--- config.mk ---
export PLATFORM = sky130hd
export DESIGN_NAME = pmem_loader
export DESIGN_NICKNAME = d
export VERILOG_FILES = /design/src/rtl/pmem_loader_pkg.sv /design/src/rtl/pmem_loader.sv
export SDC_FILE = /design/constraint.sdc
export NUM_CORES = 1
export LEC_CHECK = 0
export BUFFER_PORTS_ARGS = -buffer_cell sky130_fd_sc_hd__buf_2
export CAP_MARGIN = 25
export CELL_PAD_IN_SITES_DETAIL_PLACEMENT = 1
export CELL_PAD_IN_SITES_GLOBAL_PLACEMENT = 1
export CORE_AREA = 3 3 60 73
export CTS_BUF_LIST = sky130_fd_sc_hd__clkbuf_16
export DETAILED_ROUTE_END_ITERATION = 8
export DIE_AREA = 0 0 63 76
export MAX_ROUTING_LAYER = met4
export PLACE_DENSITY = 0.91
export SYNTH_ARGS = -nofsm -noshare
export SYNTH_HDL_FRONTEND = slang
export SYNTH_SLANG_ARGS = --single-unit
export TNS_END_PERCENT = 100
--- constraint.sdc ---
create_clock -name clk -period 2.57 [get_ports clk]
set_input_delay 0.514 -clock clk [delete_from_list [all_inputs] [get_ports clk]]
set_output_delay 0.514 -clock clk [all_outputs]
set_load 0.03 [all_outputs]
--- src/rtl/pmem_loader_pkg.sv ---
// Shared constants for the program-memory loader: FSM state encoding and data widths.
package pmem_loader_pkg;

    localparam int INSTR_W        = 12;
    localparam int BYTE_W         = 8;
    localparam int NWORDS_DEFAULT = 10;

    localparam logic [2:0] S_IDLE  = 3'd0;
    localparam logic [2:0] S_LO    = 3'd1;
    localparam logic [2:0] S_HI    = 3'd2;
    localparam logic [2:0] S_WRITE = 3'd3;
    localparam logic [2:0] S_CSUM  = 3'd4;
    localparam logic [2:0] S_DONE  = 3'd5;
    localparam logic [2:0] S_ERR   = 3'd6;

endpackage

--- src/rtl/pmem_loader.sv ---
// Packs a byte stream into 12-bit instructions and writes them to program memory via le/la/li.
// Optional trailing XOR checksum byte when PMEM_LOADER_CHECKSUM_EN is defined.
module pmem_loader
    import pmem_loader_pkg::*;
#(
    parameter int NWORDS = NWORDS_DEFAULT,
    parameter int AW     = 8
) (
    input  logic               clk,
    input  logic               rst,
    input  logic               start,
    input  logic [BYTE_W-1:0]  in_data,
    input  logic               in_valid,
    output logic               in_ready,
    output logic               le,
    output logic [AW-1:0]      la,
    output logic [INSTR_W-1:0] li,
    output logic               busy,
    output logic               done,
    output logic               err,
    output logic [AW-1:0]      count
);

    localparam logic [AW-1:0] LAST_ADDR = AW'(NWORDS - 1);

    logic [2:0]         state_q, state_d;
    logic [AW-1:0]      count_q, count_d;
    logic [AW-1:0]      la_q, la_d;
    logic [INSTR_W-1:0] li_q, li_d;
    logic               hs;

    assign hs = in_valid && in_ready;

`ifdef PMEM_LOADER_CHECKSUM_EN
    localparam logic [2:0] S_AFTER_LAST = S_CSUM;
    logic [BYTE_W-1:0] csum_q, csum_d;

    always_comb begin
        csum_d = csum_q;
        if ((state_q == S_IDLE || state_q == S_DONE || state_q == S_ERR) && start) begin
            csum_d = '0;
        end else if ((state_q == S_LO || state_q == S_HI) && hs) begin
            csum_d = csum_q ^ in_data;
        end
    end

    always_ff @(posedge clk) begin
        if (rst) csum_q <= '0;
        else     csum_q <= csum_d;
    end
`else
    localparam logic [2:0] S_AFTER_LAST = S_DONE;
`endif

    always_comb begin
        state_d = state_q;
        count_d = count_q;
        la_d    = la_q;
        li_d    = li_q;
        case (state_q)
            S_IDLE, S_DONE: begin
                if (start) begin
                    state_d = S_LO;
                    count_d = '0;
                    la_d    = '0;
                end
            end
`ifdef PMEM_LOADER_CHECKSUM_EN
            S_ERR: begin
                if (start) begin
                    state_d = S_LO;
                    count_d = '0;
                    la_d    = '0;
                end
            end
            S_CSUM: begin
                if (hs) state_d = (in_data == csum_q) ? S_DONE : S_ERR;
            end
`endif
            S_LO: begin
                if (hs) begin
                    li_d[7:0] = in_data;
                    state_d   = S_HI;
                end
            end
            S_HI: begin
                // Upper nibble of the high byte is dropped from the word.
                if (hs) begin
                    li_d[11:8] = in_data[3:0];
                    la_d       = count_q;
                    state_d    = S_WRITE;
                end
            end
            S_WRITE: begin
                count_d = count_q + AW'(1);
                state_d = (count_q == LAST_ADDR) ? S_AFTER_LAST : S_LO;
            end
            default: state_d = S_IDLE;
        endcase
    end

    always_ff @(posedge clk) begin
        if (rst) begin
            state_q <= S_IDLE;
            count_q <= '0;
            la_q    <= '0;
            li_q    <= '0;
        end else begin
            state_q <= state_d;
            count_q <= count_d;
            la_q    <= la_d;
            li_q    <= li_d;
        end
    end

    // All handshake/status outputs decode the state register only.
    always_comb begin
        in_ready = (state_q == S_LO) || (state_q == S_HI);
        busy     = (state_q == S_LO) || (state_q == S_HI) || (state_q == S_WRITE);
`ifdef PMEM_LOADER_CHECKSUM_EN
        in_ready = in_ready || (state_q == S_CSUM);
        busy     = busy || (state_q == S_CSUM);
        err      = (state_q == S_ERR);
`else
        err      = 1'b0;
`endif
    end

    assign le    = (state_q == S_WRITE);
    assign done  = (state_q == S_DONE);
    assign la    = la_q;
    assign li    = li_q;
    assign count = count_q;

endmodule

Word level (Yosys, flattened, before mapping)
Cells that the tools add are included.
Storage, ports and cells
  register bits after elaboration: 31
  latch bits: 0
  bits in writable memories: 0
  ROM bits: 0
  bits of input ports: 12
  output and inout port bits: 33
  word-level logic and storage cells: 35
  memories: 0
Operators by class
  $add $sub $neg: 1
  multiply operators: 0
  div/mod/pow operators: 0
  order comparisons: 0
  equality and inequality tests: 8
  shifts and indexed selects: 0
  mux-type cells: 9
  bitwise logic cells: 0
  reductions and logical operators: 12
Operator list (number)
  $pmux W8 S2: 2
  $mux W8: 2
  $mux W3: 4
  $pmux W3 S4: 1
  $add A8 B1 Y8 const B: 1
  $eq A8 B4 Y1 const B: 1
  $eq A3 B2 Y1 const B: 2
  $ne A2 B2 Y1 const B: 3
  $reduce_and A2 Y1: 3
  $reduce_and A3 Y1: 2
  $reduce_bool A2 Y1: 2
  $eq A3 B1 Y1 const B: 1
  $eq A3 B3 Y1 const B: 1
  $logic_not A3 Y1: 1
  $logic_or A1 B1 Y1: 2
  $reduce_or A2 Y1: 1
  $logic_and A1 B1 Y1: 1

Depth between registers and ports, before layout
Gate-level depths: netlist of the first run.
  depth after elaboration: 5
  gate-level depth with buffers: 6

Worst setup path after synthesis of the first run
No wires, ideal clock.
  path kind: register to output
  start point: register state_q[0]
  end point: output done
  arrival: 1228 ps
  required time: 2056 ps
  setup slack: 828 ps
  stages on the path, launching flop included: 4
  buffers on the path: 1
  cell sequence: dfxtp_1 -> buf_6 -> inv_1 -> nor3_1
On the way
  word-level cells in the longest chain between the ends: 1
Ends and longest elaborated chain
  start: declaration: line pmem_loader.sv:26  | logic [2:0] state_q, state_d;
  start signal: assignment: line pmem_loader.sv:109  | state_q <= state_d;
  $eq A3 B3 Y1: line pmem_loader.sv:130  | assign done = (state_q == S_DONE);
  end: declaration: line pmem_loader.sv:19  | output logic done,
No other way between the ends.

Final worst setup path of the first run
  start point: register state_q[0]
  end point: output le
On the way
  word-level cells in the longest chain between the ends: 1
Ends and longest elaborated chain
  $eq A3 B2 Y1: line pmem_loader.sv:129  | assign le = (state_q == S_WRITE);
  end: declaration: line pmem_loader.sv:15  | output logic le,
No other way between the ends.

==> results of run 1 <==
## power groups by stage
stage	registers, W	logic (W)	clock network, W
after floorplan	0.000523	0.0000994	0
after global placement	0.000516	0.000132	0
after detailed placement	0.000517	0.000135	0
after CTS	0.000508	0.000135	0.000557
after global routing	0.000509	0.000144	0.000578
final	0.000508	0.000133	0.000538
## registers in the layout (all words and copies together), names as in the netlist
| register | cells |
|---|---|
| count | 8 |
| la | 8 |
| li | 12 |
| state_q | 3 |
## path summary, 6_finish.rpt
check / from / to
min reg2reg: la[2] / la[2]
max reg2reg: state_q[0] / la[6]
min: la[2] / la[2]
max: state_q[0] / le
## worst min-delay path, cell delays in order (launching register included)
cell and delay (ns):
dfxtp_1 0.30, nand2b_1 0.07, mux2i_1 0.06
## synthesized netlist by cell type, drive strengths merged (2+ instances only)
master  count  area (sq um)
or3         2          12.5
o21a        3          22.5
nor2b       3          18.8
buf         8          73.8
nor2       18          67.6
inv         5          18.8
a211oi      2          15.0
dfxtp      31           621
o31ai       2          15.0
a21oi       4          20.0
nand2      11          41.3
o211ai      3          22.5
nand3b      2          27.5
nand4       2          12.5
nand2b     11          68.8
clkbuf      5          20.0
o21ai       3          15.0
nor3        3          15.0
ha          2          25.0
mux2i      21           210
nor4b       2          23.8
## per-stage QoR
stage               instances  util (%)
finish                    250      49.6
global route              250      49.6
CTS                       250      49.6
detailed placement        242      45.9
global placement          242      45.9
floorplan                 159         -
## cell type report
type | count | area [sq um] | area share, %
inverter | 5 | 18.8 | 1.02
sequential | 31 | 621 | 33.9
multi-input combinational | 110 | 768 | 41.9
timing repair buffer | 44 | 223 | 12.2
tap | 52 | 65.1 | 3.55
clock inverter | 3 | 12.5 | 0.683
clock buffer | 5 | 125 | 6.83
## per-layer routing
metal,part of all wire [%],GRT usage [%],vias up
li1,-,-,626
met1,43,18.8,606
met2,48,26.1,44
met3,6.6,5.31,8
met4,2.6,7.06,0
met5,0,-,-
## kinds of logic (layout without fill, tap and decap cells)
| kind of cell | count (synthesis) | in the layout |
|---|---|---|
| mux | 21 | 21 |
| fa+ha+maj | 2 | 2 |
| xor+xnor | 1 | 1 |
| other cells | 1 | 1 |
| buf+inv | 18 | 57 |
| compound gates | 23 | 23 |
| simple gates | 62 | 62 |
| flops | 31 | 31 |
==> key figures, run 1 <==
Clock network
  – Root buffer cell: clkbuf_16
  – CTS tree: yes
  – CTS Buffer Depth: 2
  – H-tree depth: 2
  – Clk sinks: 31
  – Post-CTS Setup Bufs: 0
  – Num CTS Buffers: 5
  – Clock latency on the worst-skew pair: about 0.27 ns
  – Post-CTS Hold Fix Bufs: 0
  – Post-CTS Resized: 0
  – Clk slew on worst S/H paths: 0.05 ns

Timing
  – RSZ-0062 raised after global routing: false
  – Worst Skew: between 0.006 and 0.007 ns
  – Hold Fails Final Rpt: 0
  – Tcrit/Tclk final: 78.0%
  – Setup WS post-layout: 0.565 ns
  – Slew headroom: a little under three fifths
  – Minimum clock period: approximately 2.0 ns
  – Final setup viols: 0
  – Slew @ Worst Pin: 0.668 ns
  – Max-slew violation count: 0
  – Setup TNS: 0 ns
  – Highest clock rate: ~500 MHz
  – Hold Slack: 0.474 ns

Detailed routing
  – DRT iter0 DRCs: 16
  – Pre-Repair DR Iteration Count: 4
  – WL/cell: roughly 15 um
  – Via count: between 1k and 1.5k
  – # DRC: 0
  – Vias per std cell: between 5 and 6
  – Antenna Nets Post-Route: 0
  – Final WL: between 3000 and 4000 um

Power and ir drop
  – Peak VDD IR: around 0.00037 V
  – Clk pwr share: a little under half
  – Leakage power: 0.821 nW
  – Power Total: roughly 0.0012 W
  – Pwr Density: between 600 and 700 mW/mm^2
  – Share of power burned in registers: ~43%
  – Internal: approximately 0.00089 W
  – Net Sw Frac: between 20 and 25%
  – Sw Pwr: between 0.0002 and 0.0003 W
  – Comb power frac: 11.3%

Floorplan
  – Die area: about 0.0048 sq mm
  – Die Height: between 70 and 80 um
  – Core ar.: ~0.0037 sq mm
  – Num rows: 24
  – Starting density of the core: between 40% and 50%
  – Width of the die: roughly 63 um
  – IO Pins: 45

Worst setup path
  – Depth of the worst register-to-register path: 3
  – Buf+Inv Stages, Crit Path: 2
  – Crit Path Category: flop to output port
  – Critical path capture point type: output port
  – Number of cells on the critical path: 3
  – Slowest CP cell: dfxtp_1
  – Arr. time, crit path: roughly 1.5 ns
  – CP max FO: 12
  – R2R setup slack: 0.74 ns
  – Worst path max stage delay: approximately 0.60 ns
  – Family with the most delay on the worst path: flip-flops
  – Worst setup SP type: flop
  – Crit path cell chain: nand3b_4, inv_2, buf_2
  – Worst EP required: roughly 2.1 ns

Global route
  – Initial antenna violation count: 0
  – Overflow after GRT: 0
  – Global-route wire length before repair: slightly above 6000 um
  – Vias in the first global route: between 1k and 1.5k
  – Largest net degree at the start of global routing: 37
  – Total GRT Usage: about 16%

Logic synthesis
  – Synth Cell Area: ~0.0015 sq mm
  – Flops & latches, synth: 31
  – Xor-xnor portion of the synthesized cell area: less than 1%
  – Cells after synthesis: 159
  – Synth Flop Type: dfxtp_1
  – Async SR Flop Fraction: 0%
  – Synth Area in Compound Gates: 10.9%
  – Post-synthesis mux area share: 14.1%
  – Fraction of the mapped netlist area in adder cells: 1.67%
  – Seq/Total Area, Yosys: 41.5%
  – Synth Net Count: ~170
  – Syn Area/Cell: approximately 9.4 sq um
  – Largest family of logic cells by synthesized area: simple AND/OR/NAND/NOR gates
  – Post-synth EDFFs: 0
  – Total number of yosys warnings: 0
  – Netlist cell types: between 40 and 50
  – Simple-Gate Fraction of Synth Area: between 20% and 30%

Final layout
  – Nets@finish: roughly 210
  – Most frequent cells in the layout: buf_2, dfxtp_1, mux2i_1
  – Ratio of cells with drive above 1 in the final layout: about 28%
  – Layout fillers: 452
  – Final Instance Area: ~0.0018 sq mm
  – Area delta synth->final: 22.6%
  – # diodes: 0
  – Most common cell after layout, fill and taps aside: buf_2

Run
  – Maxcap violations: 0

Place
  – Routability cong.: around 0.79
  – Post-placement cell area: 0.00170 sq mm
  – IO Port Bufs: 43
  – Worst slack at placement: just over 0.7 ns
  – Final HPWL DP: 2650 um

Min path
  – Hold crit path type: flop to flop
  – Min-Delay Path Depth: 2

Run status
  – Outcome: finished, final reports clean
No activity file was read; power rests on OpenSTA's default activity.
==> run 2, diff against run 1 <==
--- a/config.mk
+++ b/config.mk
@@ -9,12 +9,12 @@
 export CAP_MARGIN = 25
 export CELL_PAD_IN_SITES_DETAIL_PLACEMENT = 1
 export CELL_PAD_IN_SITES_GLOBAL_PLACEMENT = 1
-export CORE_AREA = 3 3 60 73
+export CORE_AREA = 3 3 63 76
 export CTS_BUF_LIST = sky130_fd_sc_hd__clkbuf_16
 export DETAILED_ROUTE_END_ITERATION = 8
-export DIE_AREA = 0 0 63 76
+export DIE_AREA = 0 0 66 79
 export MAX_ROUTING_LAYER = met4
-export PLACE_DENSITY = 0.91
+export PLACE_DENSITY = 0.85
 export SYNTH_ARGS = -nofsm -noshare
 export SYNTH_HDL_FRONTEND = slang
 export SYNTH_SLANG_ARGS = --single-unit
==> constraint.sdc (replaced) <==
create_clock -name clk -period 1.95 [get_ports clk]
set_input_delay 0.39 -clock clk [delete_from_list [all_inputs] [get_ports clk]]
set_output_delay 0.39 -clock clk [all_outputs]
set_load 0.03 [all_outputs]
==> key figures, run 2 (same netlist as run 1, synthesis figures left out) <==
Clock network
  – Root buffer cell: clkbuf_16
  – CTS Buffer Depth: 2 (unchanged)
  – H-tree depth: 2 (unchanged)
  – Clk slew on worst S/H paths: 0.05 ns (about the same)
  – Clk sinks: 31 (unchanged)
  – Num CTS Buffers: 5 (unchanged)
  – Post-CTS Setup Bufs: 0 (unchanged)
  – CTS tree: yes
  – Clock latency on the worst-skew pair: 0.28 ns (about the same)

Worst setup path
  – R2R setup slack: 0.36 ns (-0.38 ns)
  – Arr. time, crit path: 1.38 ns (-0.11 ns)
  – Family with the most delay on the worst path: flip-flops
  – Reg2reg end: la[3]
  – Worst setup SP type: flop
  – Critical path capture point type: output port
  – Crit Path Category: flop to output port
  – Worst path max stage delay: 0.55 ns (-0.05 ns)
  – Depth of the worst register-to-register path: 4 (+1)
  – Slowest CP cell: dfxtp_1
  – Worst EP required: 1.56 ns (-0.50 ns)
  – R2R Path Start: state_q[1]
  – CP max FO: 11 (-1)
  – Buf+Inv Stages, Crit Path: 2 (unchanged)
  – Crit path cell chain: nand3b_4, inv_2, buf_2

Global route
  – Initial antenna violation count: 0 (unchanged)
  – M3 GR Usage: 5.09% (-0.22 points)
  – Met1 global-route usage: 17.9% (-0.82 points)
  – Global route hottest layer: met2
  – GRT met2 Usage: 24.2% (-1.9 points)
  – Global-route wire length before repair: 5960 um (-3.5%)
  – Largest net degree at the start of global routing: 25 (-32%)
  – Vias in the first global route: 1274 (-4.6%)
  – Total GRT Usage: 15.1% (-1.2 points)
  – Overflow after GRT: 0 (unchanged)

Power and ir drop
  – Sw Pwr: 0.000406 W (+42%)
  – Peak VDD IR: 0.000529 V (+42%)
  – Share of power burned in registers: 38.7% (-4.4 points)
  – Leakage power: 0.847 nW (+3.1%)
  – Comb power frac: 10.5% (-0.8 points)
  – Net Sw Frac: 23.6% (-0.71 points)
  – Pwr Density: 910 mW/mm^2 (+41%)
  – Internal: 0.00132 W (+48%)
  – Clk pwr share: 50.7% (+5.0 points)

Detailed routing
  – Vias per std cell: 5.01 (-2.5%)
  – Pre-Repair DR Iteration Count: 4 (unchanged)
  – DRT iter0 DRCs: 58 (+42)
  – WL/cell: 13.3 um (-8.7%)
  – Final WL: 3420 um (-6.5%)
  – Antenna Nets Post-Route: 0 (unchanged)
  – Via count: 1282 (-0.16%)
  – # DRC: 0 (unchanged)

Run status
  – Outcome: finished, final reports clean

Floorplan
  – Num rows: 25 (+4.2%)
  – Width of the die: 66 um (+4.8%)
  – Die Height: 79 um (+3.9%)
  – Starting density of the core: 37.1% (-3.4 points)
  – Die area: 0.00521 sq mm (+8.9%)
  – IO Pins: 45 (unchanged)
  – Core ar.: 0.00404 sq mm (+9.2%)

Timing
  – Minimum clock period: approximately 1.8 ns
  – Max-slew violation count: 0 (unchanged)
  – Worst Skew: 0.00173 ns (-0.00458 ns)
  – Setup TNS: 0 ns (unchanged)
  – Final setup viols: 0 (unchanged)
  – Highest clock rate: roughly 560 MHz
  – Hold Fails Final Rpt: 0 (unchanged)
  – Tcrit/Tclk final: roughly nine tenths
  – Hold Slack: 0.349 ns (-0.125 ns)
  – RSZ-0062 raised after global routing: false

Min path
  – Hold endpoint: li[6]
  – Hold crit path type: input port to flop
  – Hold_sp: in_data[6]
  – Min-Delay Path Depth: 3 (+1)

Place
  – Final HPWL DP: 2470 um (-6.7%)
  – Routability cong.: 0.752 (-5.1%)
  – IO Port Bufs: 43 (unchanged)

Final layout
  – Area delta synth->final: 26.6%
  – Nets@finish: 215 (+1.9%)
  – Most common cell after layout, fill and taps aside: buf_2
  – Max FFs per register: 12 (unchanged)
  – Ratio of cells with drive above 1 in the final layout: 30.2% (+2.4 points)
  – Most frequent cells in the layout: buf_2, dfxtp_1, mux2i_1
  – # diodes: 0 (unchanged)

Run
  – Maxcap violations: 0 (unchanged)
-- run 2: power groups by stage --
stage | clock network [W] | logic, W | registers [W]
2_1_floorplan | 0 | 0.000131 | 0.000690
3_3_place_gp | 0 | 0.000180 | 0.000679
3_5_place_dp | 0 | 0.000182 | 0.000680
4_1_cts | 0.000890 | 0.000184 | 0.000667
5_1_grt | 0.000918 | 0.000199 | 0.000670
6_report | 0.000874 | 0.000181 | 0.000667
-- run 2: through the flow --
| step | setup slack [ns] | power, W | cells | utilization [%] | instance area [sq um] |
|---|---|---|---|---|---|
| 2_1_floorplan | 0.298 | 0.000821 | 159 | - | 1500 |
| 3_3_place_gp | 0.390 | 0.000859 | 248 | 42.8 | 1730 |
| 3_5_place_dp | 0.336 | 0.000862 | 248 | 42.8 | 1730 |
| 4_1_cts | 0.0822 | 0.00174 | 256 | 46.9 | 1890 |
| 5_1_grt | 0.0728 | 0.00179 | 256 | 46.9 | 1890 |
| 6_report | 0.175 | 0.00172 | 256 | 46.9 | 1890 |
-- run 2: what timing repair did --
action                                  in CTS  in global routing
endpoints found under the setup margin       0                  2
resized for setup                            0                  1
hold buffers                                 0                  0
-- run 2: worst max path at each step --
stage	startpoint	end	slack [ns]	cells after the start
3_3_place_gp	state_q[0]	la[0]	0.39	4
2_1_floorplan	count[0]	count[6]	0.30	4
4_1_cts	state_q[0]	in_ready	0.08	3
5_1_grt	state_q[1]	le	0.07	3
3_5_place_dp	state_q[0]	la[5]	0.34	4
6_report	state_q[1]	le	0.18	3
-- run 2: worst min-delay path, delay by kind of cell --
kind          cells  cell delay (ns)
buf+inv           1             0.08
simple gates      1             0.07
mux               1             0.05
-- run 2: metal layers --
layer	routed length (um)	part of all wire (%)	vias to the layer above
met1	1500	44	612
met3	215	6.3	2
met2	1660	49	33
met4	38	1.1	0
li1	-	-	635
met5	0	0	-
-- run 2: area by class of cell --
cell class                      count  area (sq um)
Fill cell                         498          2140
Multi-Input combinational cell    110           768
Sequential cell                    31           622
Timing Repair Buffer               48           253
Clock buffer                        5           125
Tap cell                           54          67.6
Clock inverter                      3          38.8
Inverter                            5          18.8
